--- src/rtl/if_stage_if.sv ---
// rtl/if_stage_if.sv - Fetch-stage bus: control inputs, instruction ROM port and IF/ID outputs
interface if_stage_if;
    logic        stall;
    logic        flush_d;
    logic        redirect_valid;
    logic [31:0] redirect_pc;
    logic [31:0] imem_addr;
    logic [31:0] imem_rdata;
    logic [31:0] pc_f;
    logic [31:0] instr_d;
    logic [31:0] pc_d;
    logic [31:0] pc8_d;
    logic        valid_d;

    modport master (
        input  stall, flush_d, redirect_valid, redirect_pc, imem_rdata,
        output imem_addr, pc_f, instr_d, pc_d, pc8_d, valid_d
    );

    modport slave (
        output stall, flush_d, redirect_valid, redirect_pc, imem_rdata,
        input  imem_addr, pc_f, instr_d, pc_d, pc8_d, valid_d
    );
endinterface

--- src/rtl/if_stage.sv ---
// rtl/if_stage.sv - MIPS instruction-fetch stage: PC register and IF/ID register (option: IF_DELAY_SLOT_EN)
module if_stage #(
    parameter logic [31:0] RESET_PC = 32'h0000_3000,
    parameter logic [31:0] NOP_WORD = 32'h0000_0000
) (
    input  logic        clk,
    input  logic        rst_n,
    if_stage_if.master  bus
);

`ifdef IF_DELAY_SLOT_EN
    localparam logic DELAY_SLOT = 1'b1;
`else
    localparam logic DELAY_SLOT = 1'b0;
`endif

    logic [31:0] pc_q,    pc_next;
    logic [31:0] instr_q, instr_next;
    logic [31:0] pcd_q,   pcd_next;
    logic        valid_q, valid_next;

    // A redirect seen while stalled is dropped; decode re-raises it once unstalled.
    always_comb begin
        pc_next = pc_q;
        if (!bus.stall) begin
            if (bus.redirect_valid) begin
                pc_next = {bus.redirect_pc[31:2], 2'b00};
            end else begin
                pc_next = pc_q + 32'd4;
            end
        end
    end

    // Flush wins over stall on IF/ID only; pc_d is kept so the bubble still names a PC.
    always_comb begin
        instr_next = instr_q;
        pcd_next   = pcd_q;
        valid_next = valid_q;
        if (bus.flush_d) begin
            instr_next = NOP_WORD;
            valid_next = 1'b0;
        end else if (!bus.stall) begin
            if (bus.redirect_valid && !DELAY_SLOT) begin
                instr_next = NOP_WORD;
                valid_next = 1'b0;
            end else begin
                instr_next = bus.imem_rdata;
                pcd_next   = pc_q;
                valid_next = 1'b1;
            end
        end
    end

    always_ff @(posedge clk or negedge rst_n) begin
        if (!rst_n) begin
            pc_q    <= RESET_PC;
            instr_q <= NOP_WORD;
            pcd_q   <= RESET_PC;
            valid_q <= 1'b0;
        end else begin
            pc_q    <= pc_next;
            instr_q <= instr_next;
            pcd_q   <= pcd_next;
            valid_q <= valid_next;
        end
    end

    assign bus.pc_f      = pc_q;
    assign bus.imem_addr = pc_q;
    assign bus.instr_d   = instr_q;
    assign bus.pc_d      = pcd_q;
    assign bus.pc8_d     = pcd_q + 32'd8;
    assign bus.valid_d   = valid_q;

endmodule

--- src/flat_wrapper.sv ---
// flat-port wrapper written by rule: the top's interface ports become plain ports
module if_stage_flat 
#(
    parameter logic [31:0] RESET_PC = 32'h0000_3000,
    parameter logic [31:0] NOP_WORD = 32'h0000_0000
)
  (clk, rst_n, bus_stall, bus_flush_d, bus_redirect_valid, bus_redirect_pc, bus_imem_rdata, bus_imem_addr, bus_pc_f, bus_instr_d, bus_pc_d, bus_pc8_d, bus_valid_d);
  if_stage_if bus_i ();
  input  logic clk;
  input  logic rst_n;
  input wire logic [$bits(bus_i.stall)-1:0] bus_stall;
  input wire logic [$bits(bus_i.flush_d)-1:0] bus_flush_d;
  input wire logic [$bits(bus_i.redirect_valid)-1:0] bus_redirect_valid;
  input wire logic [$bits(bus_i.redirect_pc)-1:0] bus_redirect_pc;
  input wire logic [$bits(bus_i.imem_rdata)-1:0] bus_imem_rdata;
  output wire logic [$bits(bus_i.imem_addr)-1:0] bus_imem_addr;
  output wire logic [$bits(bus_i.pc_f)-1:0] bus_pc_f;
  output wire logic [$bits(bus_i.instr_d)-1:0] bus_instr_d;
  output wire logic [$bits(bus_i.pc_d)-1:0] bus_pc_d;
  output wire logic [$bits(bus_i.pc8_d)-1:0] bus_pc8_d;
  output wire logic [$bits(bus_i.valid_d)-1:0] bus_valid_d;
  assign bus_i.stall = bus_stall;
  assign bus_i.flush_d = bus_flush_d;
  assign bus_i.redirect_valid = bus_redirect_valid;
  assign bus_i.redirect_pc = bus_redirect_pc;
  assign bus_i.imem_rdata = bus_imem_rdata;
  assign bus_imem_addr = bus_i.imem_addr;
  assign bus_pc_f = bus_i.pc_f;
  assign bus_instr_d = bus_i.instr_d;
  assign bus_pc_d = bus_i.pc_d;
  assign bus_pc8_d = bus_i.pc8_d;
  assign bus_valid_d = bus_i.valid_d;
  if_stage #(.RESET_PC(RESET_PC), .NOP_WORD(NOP_WORD)) u_core (.clk(clk), .rst_n(rst_n), .bus(bus_i));
endmodule
--- config.mk ---
export PLATFORM = sky130hd
export DESIGN_NAME = if_stage_flat
export DESIGN_NICKNAME = d
export VERILOG_FILES = /design/src/rtl/if_stage_if.sv /design/src/rtl/if_stage.sv /design/src/flat_wrapper.sv
export SDC_FILE = /design/constraint.sdc
export NUM_CORES = 1
export LEC_CHECK = 0
export CAP_MARGIN = 5
export CORE_ASPECT_RATIO = 1.2
export CORE_UTILIZATION = 25
export CTS_BUF_LIST = sky130_fd_sc_hd__clkbuf_8 sky130_fd_sc_hd__clkbuf_16
export DETAILED_ROUTE_END_ITERATION = 12
export GPL_TIMING_DRIVEN = 0
export PLACE_DENSITY = 0.62
export SYNTH_ARGS = -nofsm -noshare
export SYNTH_HDL_FRONTEND = slang
export SYNTH_SLANG_ARGS = --single-unit
--- constraint.sdc ---
create_clock -name clk -period 2.7 [get_ports clk]
set_clock_uncertainty 0.1 [all_clocks]
set_input_delay 0.675 -clock clk [delete_from_list [all_inputs] [get_ports clk]]
set_output_delay 0.675 -clock clk [all_outputs]
set_load 0.01 [all_outputs]
# Word-level counts from Yosys, hierarchy flattened
# Cells that the tools add are included.
[word_totals]
register_bits = 97
inputBits = 69
out_inout_bits = 161
wordCells = 18
[op_classes]
n_addsub = 2
eq_ne = 1
n_mux = 7
bitwise_logic = 3
reduce_logical = 1
[ops]
columns = ["operator", "count"]
rows = [
  ["$mux W32", 4],
  ["$add A32 B3 Y32 const B", 1],
  ["$add A32 B4 Y32 const B", 1],
  ["$mux W1", 3],
  ["$not A1 Y1", 3],
  ["$reduce_and A3 Y1", 1],
  ["$ne A2 B1 Y1 const B", 1],
]

# Logic depth before layout (Yosys ltp)
# Gate-level depths: netlist of run 1.
[depth]
word_depth = 3
mapped_depth = 8
ltp_nobuf = 6

# Worst setup path after synthesis of run 1
# OpenSTA, ideal clock, no wires.
[synth_timing]
kind = "register -> output"
start = "register u_core.pcd_q[3] (netlist: u_core.bus.pc_d[3])"
end = "output bus_pc8_d[23]"
t_arrival_ns = 1.781
required_time_ns = 1.925
path_slack_ns = 0.144
stages_incl_launch_ff = 6
path_buffers = 0
cell_sequence = "dfrtp_1 ha_1 nand4_1 nor4_1 nand4_1 xnor2_1"
[synth_between]
elab_chain_len = 1
[synth_lines]
columns = ["element", "line", "source"]
rows = [
  ["start: declaration", "if_stage.sv:19", "logic [31:0] pcd_q, pcd_next;"],
  ["start signal: assignment", "if_stage.sv:63", "pcd_q <= pcd_next;"],
  ["$add A32 B4 Y32", "if_stage.sv:72", "assign bus.pc8_d = pcd_q + 32'd8;"],
  ["end: declaration", "flat_wrapper.sv:20", "output wire logic [$bits(bus_i.pc8_d)-1:0] bus_pc8_d;"],
]
# Every way passes these cells.

# Worst setup path in the final report of run 1
[layout_timing]
start = "register u_core.pcd_q[4] (netlist: u_core.bus.pc_d[4])"
end = "output bus_pc8_d[27]"
# The elaborated chain is that of the path after synthesis.

==> summary.md, run 1 <==
| Metric | Value |
|---|---|
| Status | finished, violations left |
| Violated checks | negative setup slack |
| CP Buf/Inv Count | 4 |
| Most frequent CP cell | buf_6 |
| Avg Cell Area, Syn | slightly above 10 um2 |
| CTS buffer count | 9 |
| Die W | ~130 um |
| Effective utilization at floorplan | 0.254 |
| Final Core Density | 0.418 |
| Die height | 156 um |
| Die area | 0.0204 mm2 |
| Synth async-reset ratio | 1.00 |
| Crit path capture type | primary output |
| Iter 0 DRT Violations | between 200 and 250 |
| Clock power frac | 0.248 |
| Num Clock Sinks | 93 |
| Slew Limit Fails | 0 |
| Worst Max-Slew Pin Slew | about 660 ps |
| RR Endpoint | u_core.bus.imem_addr[18] |
| Endpoints failing hold | 0 |
| Final nets | just over 800 |
| CTS tree | built |
| Layout cell share with drive strength beyond 1 | 0.236 |
| Avg Vias per Cell | ~4.8 |
| Layout area overhead | 64.5% |
| Post-synth cell types | between 50 and 60 |
| Crit-path cells | ha_2, nand4_1, buf_6, nor3_4, buf_6, buf_6, nand4_1, xnor2_1, buf_2 |
| Overall Global Routing Usage | 0.177 |
| Max Root-Sink Buffers | 2 |
| Worst setup slack after placement | -1040 ps |
| Register Area | 0.00234 mm2 |
| P_int | 3.34 mW |
| Worst setup margin | -89.5 ps |
| FP Rows | 56 |
| Via Count | roughly 5000 |
| Ys Warns | 0 |
| CP max FO | 4 |
| Pwr Density | about 600 mW/mm2 |
| Reg2Reg Depth | 6 |
| Crit-path max cell delay | around 400 ps |
| R2r startpoint | u_core.bus.imem_addr[2] |
| CORE AREA | 0.0195 mm2 |
| Final Power | ~5.0 mW |
| #FFs+latches synth | between 90 and 100 |
| Vias in the first global route | 4647 |
| FILL cells | 1988 |
| Post-DP HPWL | 13100 um |
| Initial antenna violation count | 0 |
| Cells after Synth | around 490 |
| Setup TNS | -477 ps |
| Antenna-violating nets left | 0 |
| Synth Flop Type | dfrtp_1 |
| Cell Count, Final, Fillers Out | 1025 |
| Count of final setup violators | 9 |
| WP data arrival | approximately 2000 ps |
| Kind of cell adding the most delay to the critical path | buffers and inverters |
| RePlAce Congestion | ~0.82 |
| Largest net degree at the start of global routing | 64 |
| Largest area contributor in the netlist | dfrtp_1 |
| CP max stage cell | dfrtp_1 |
| # Max-Cap Violations | 0 |
| Slew headroom | 0.557 |
| Post-synth EDFFs | 0 |
| # port buffers | 218 |
| Synth top area cells | dfrtp_1 45%, buf_4 5.9%, mux2_2 5.9%, a22o_1 5.7%, xnor2_1 2.8% |
| Overflow after GRT | 0 |
| Worst setup SP type | flop |
| Final min period | 2790 ps |
| DR WL/cell | about 18 um |
| Switching Share | 0.326 |
| Hold buffer count at cts | 0 |
| DRT Pass-1 Iters | 5 |
| Unrepaired setup endpoints after global routing | true |
| Post-Place Cells | 979 |
| Multi-input combinational cell area | 0.00235 mm2 |
| Crit path required time | between 1500 and 2000 ps |
| First-pass GRT wire length | 27000 um |
| Switch Pwr | 1.62 mW |
| Sequential fraction of the synthesis area | 0.471 |
| VDD IR max | between 0.2 and 0.3 mV |
| HP Class | primary input to asynchronous set/reset pin |
| Netlist Area Pre-Place | between 0.004 and 0.005 mm2 |
| Clk_lat worst skew | around 350 ps |
| Combinational power share | 0.367 |
| N_diodes | 0 |
| Final Cycle Share | 1.03 |
| Reg-to-reg setup timing slack | about 150 ps |
| Sequential group share of total power | 0.386 |
| Final WL | between 15000 and 20000 um |
| CTS root buffer | clkbuf_16 |
| Ports | 230 |
| H-tree depth | 3 |
| F_max | roughly 360 MHz |
| DRC | 0 |
| Leakage Power | 3.51 nW |
| Area share of the largest cell type after synthesis | 0.449 |
| Clk pin slew, worst setup/hold paths | ~70 ps |
| Crit Path Class | flop to primary output |
-- repair_timing --
action | 4_1_cts | 5_1_grt
gates cloned | 0 | 0
buffers inserted | 22 | 8
endpoints found under the setup margin | 38 | 38
resized for setup | 114 | 27
pin swaps | 16 | 8
-- stage by stage --
step	cell area (um2)	hold slack [ps]
floorplan	4980	279
global placement	7490	361
detailed placement	7510	374
CTS	8020	173
global route	8150	190
finish	8150	167
-- worst register-to-register path: stages, from the launching register on --
cell and delay, ps:
dfrtp_1 470, ha_1 280, nand3_2 130, or4_4 560, buf_6 150, or3_1 410
o311ai_1 320
-- synthesized netlist by cell type (all sizes together), types with 2 or more instances --
library cell,number
o211ai,3
xnor2,16
a311oi,4
o22ai,6
o22a,2
nor2,28
a22oi,8
nor4,12
buf,46
mux2,26
o311ai,4
clkbuf,21
o2bb2ai,2
or3,3
inv,20
nand4,17
dfrtp,89
ha,2
o21ai,20
nand3,22
a21oi,15
xor2,11
a311o,2
and2,3
dfstp,4
a22o,32
a211o,2
nor3,16
and4,2
and3,14
nand2,25
-- layout by cell type, fill, tap and decap left out, types with 9 or more instances in the layout --
cell	instances
buf_4	62
buf_2	20
a22o_1	32
inv_1	22
clkdlybuf4s50_1	194
o21ai_0	20
xor2_1	11
clkbuf_1	16
clkbuf_16	9
dfrtp_1	83
nand4_1	17
nand2_1	20
xnor2_1	13
and3_1	14
a21oi_1	15
mux2_2	26
nor3_1	13
nor2_1	20
nand3_1	18
-- registers in the layout, summed over array words and instances (netlist names) --
name and count:
u_core.bus.instr_d 32, u_core.bus.imem_addr 30, u_core.bus.valid_d 1, u_core.bus.pc_d 30
-- power groups by stage --
stage          combinational [mW]  clock, mW  sequential [mW]
2_1_floorplan               0.637          0             1.95
3_3_place_gp                 1.72          0             1.95
3_5_place_dp                 1.74          0             1.95
4_1_cts                      1.81       1.27             1.90
5_1_grt                      1.95       1.33             1.95
6_report                     1.82       1.23             1.91
-- cell type report --
class | count | share of cell area
timing repair buffer | 249 | 0.290
multi-input combinational | 319 | 0.288
sequential | 93 | 0.287
buffer | 67 | 0.0508
tap | 261 | 0.0401
clock buffer | 11 | 0.0310
inverter | 20 | 0.00921
clock inverter | 5 | 0.00338
-- worst max-delay path by stage --
stage                              startpoint                  end  slack [ps]  depth (start not counted)
after detailed placement   u_core.bus.pc_d[4]        bus_pc8_d[31]       -1040                          7
final                      u_core.bus.pc_d[4]        bus_pc8_d[27]         -90                          9
after global routing      u_core.bus.pc_d[13]        bus_pc8_d[23]        -200                          7
after global placement                  rst_n  u_core.bus.pc_d[19]       -2940                          1
after floorplan            u_core.bus.pc_d[3]        bus_pc8_d[23]         140                          5
after CTS                 u_core.bus.pc_d[12]        bus_pc8_d[30]        -130                          7
-- routing by layer --
layer,track usage,vias to the layer above,routed length (um)
met4,0.0454,0,138
met3,0.0465,9,1480
li1,-,2284,-
met1,0.224,2367,7460
met2,0.297,215,9030
met5,0,-,0
-- kinds of logic (layout without fill, tap and decap cells) --
family	Yosys count	after routing	synth area share
simple gates	145	145	0.156
compound gates	110	110	0.162
flops	93	93	0.471
buf+inv	87	352	0.0975
xor+xnor	27	27	0.0477
mux	27	27	0.0611
fa+ha+maj	2	2	0.00505
other cells	1	8	0.000757
(Power assumes the default switching activity.)
==> run 2, diff against run 1 <==
--- a/config.mk
+++ b/config.mk
@@ -7,6 +7,7 @@
 export LEC_CHECK = 0
 export CAP_MARGIN = 5
 export CORE_ASPECT_RATIO = 1.2
+export CORE_MARGIN = 4
 export CORE_UTILIZATION = 25
 export CTS_BUF_LIST = sky130_fd_sc_hd__clkbuf_8 sky130_fd_sc_hd__clkbuf_16
 export DETAILED_ROUTE_END_ITERATION = 12
==> run 2 against run 1 <==
Against the previous run: count of clock-buffer cells in the layout shrank 2; the run still ends with negative setup slack left; via count shrank 0.78%; register-to-register slack is essentially flat; highest routed layer is now met5; fmax shrank 1.6%; flip-flop and latch count is the same; final cell count shrank 0.29%; worst setup slack lost 47 ps; critical path type unchanged; sequential share of layout area grew 0.17 points; wire length grew 1.8%; first-iteration DRC count shrank 11%; non-clock buffer count shrank 3.
==> summary.md, run 2 (synthesis results as in run 1) <==
| Metric | Value |
|---|---|
| Final WL | 18400 um |
| CTS buffer count | 9 |
| Violated checks | negative setup slack |
| Max Root-Sink Buffers | 2 |
| # port buffers | roughly 220 |
| Most frequent cells in the layout | 193 x clkdlybuf4s50_1, 86 x dfrtp_1, 58 x buf_4 |
| Reg2Reg Depth | 6 |
| Crit-path max cell delay | approximately 530 ps |
| N_diodes | 0 |
| Overflow after GRT | 0 |
| Worst Max-Slew Pin Slew | ~600 ps |
| Die height | 162 um |
| Avg Vias per Cell | about 4.7 |
| Crit-path cells | nand4_1, buf_6, nor4_4, buf_4, and2_4, nand4_1, xnor2_1, buf_2 |
| Final nets | a little over 800 |
| First-pass GRT wire length | 28200 um |
| Worst setup SP type | flop |
| Effective utilization at floorplan | 0.253 |
| CORE AREA | ~0.020 mm2 |
| Worst setup margin | -136 ps |
| Die W | 137 um |
| DRC | 0 |
| RePlAce Congestion | a little over 0.8 |
| HP Class | primary input to asynchronous set/reset pin |
| Die area | ~0.022 mm2 |
| Num Clock Sinks | 93 |
| VDD IR max | approximately 0.24 mV |
| Final min period | 2840 ps |
| Endpoints failing hold | 0 |
| Most frequent CP cell | nand4_1 |
| CP Buf/Inv Count | 3 |
| Post-DP HPWL | 13700 um |
| CTS root buffer | clkbuf_16 |
| Pwr Density | roughly 600 mW/mm2 |
| Kind of cell adding the most delay to the critical path | flip-flops |
| F_max | approximately 350 MHz |
| Commonest non-fill, non-tap cell in the layout | clkdlybuf4s50_1 |
| Antenna-violating nets left | 0 |
| Hold buffer count at cts | 0 |
| RR Endpoint | u_core.bus.imem_addr[18] |
| Status | finished, violations left |
| Crit path required time | roughly 1900 ps |
| Clk_lat worst skew | 350 ps |
| CP max stage cell | dfstp_2 |
| Count of final setup violators | 13 |
| Setup TNS | -904 ps |
| Final Cycle Share | 1.05 |
| Leakage Power | between 3 and 4 nW |
| Largest net degree at the start of global routing | 67 |
| Vias in the first global route | slightly above 5000 |
| # Max-Cap Violations | 0 |
| H-tree depth | 3 |
| Crit path capture type | primary output |
| Slew Limit Fails | 0 |
| Ports | 230 |
| Crit Path Class | flop to primary output |
| Final Core Density | 0.414 |
| Iter 0 DRT Violations | 213 |
| R2r startpoint | u_core.bus.imem_addr[2] |
| Unrepaired setup endpoints after global routing | true |
| Worst Hold Margin | between 100 and 150 ps |
| FP Rows | 56 |
| Via Count | roughly 4800 |
| Max reg flops | 32 |
| Clk pin slew, worst setup/hold paths | 70 ps |
| CTS tree | built |
| Reg-to-reg setup timing slack | roughly 140 ps |
| Layout area overhead | 63.3% |
| Slew headroom | 0.591 |
| Initial antenna violation count | 1 |
| DRT Pass-1 Iters | 5 |
| Layout cell share with drive strength beyond 1 | 0.225 |
| WP data arrival | just over 2000 ps |
| Overall Global Routing Usage | 0.164 |
| CP max FO | 3 |
| DR WL/cell | 18.0 um |
## run 2: cell types whose count changed in the layout (fill, tap and decap cells not counted), moves of 2 or more
| cell | change |
|---|---|
| dlygate4sd2_1 | -2 |
| clkbuf_8 | -2 |
| dfrtp_2 | -3 |
| buf_4 | -4 |
| nand2_4 | -2 |
| dfrtp_1 | +3 |
## run 2: routing by layer
layer | vias to the layer above | track usage | wire length, um
met4 | 2 | 0.0610 | 352
met5 | - | 0 | 13
li1 | 2277 | - | -
met1 | 2312 | 0.203 | 7550
met3 | 25 | 0.0434 | 1500
met2 | 221 | 0.272 | 9010
## run 2: worst reg2reg max path, cell delays in order (launching register included)
cell	delay [ps]
dfrtp_1	480
ha_1	280
nand3_2	130
or4_4	560
buf_6	150
or3_1	410
o311ai_1	320
## run 2: layout make-up
| type | instances | area (um2) |
|---|---|---|
| repair buffers | 246 | 2350 |
| plain buffers | 67 | 413 |
| fillers | 1935 | 11500 |
| well taps | 261 | 327 |
| inverters | 20 | 75.1 |
| flip-flops and latches | 93 | 2340 |
| clock inverters | 7 | 36.3 |
| multi-input cells | 319 | 2330 |
| clock buffers | 9 | 225 |
## run 2: through the flow
stage	area (um2)	cells	worst slack [ps]	total power [mW]
CTS	8030	1018	-172	4.91
detailed placement	7510	979	-1140	3.71
finish	8090	1022	-136	4.88
global route	8090	1022	-215	5.14
global placement	7490	978	-2890	3.69
floorplan	4980	499	144	2.59
## run 2: power by group
part	total (mW)	switching (mW)	leakage [nW]	internal (mW)
Sequential	1.92	0.319	1.15	1.60
Combinational	1.79	0.739	2.16	1.05
Clock	1.16	0.551	0.135	0.612
## run 2: worst max-delay path by stage
stage                              startpoint                   to  slack, ps  cells after the start
after floorplan            u_core.bus.pc_d[3]        bus_pc8_d[23]        140                      5
after global placement                  rst_n  u_core.bus.pc_d[17]      -2890                      1
after detailed placement   u_core.bus.pc_d[5]        bus_pc8_d[22]      -1140                      6
after CTS                 u_core.bus.pc_d[12]        bus_pc8_d[18]       -170                      7
after global routing      u_core.bus.pc_d[13]        bus_pc8_d[30]       -210                      8
final                     u_core.bus.pc_d[13]        bus_pc8_d[30]       -140                      8
## run 2: timing repair
action | 4_1_cts | 5_1_grt
buffers inserted | 23 | 4
pin swaps | 15 | 6
resized for setup | 112 | 28
endpoints found under the setup margin | 38 | 33
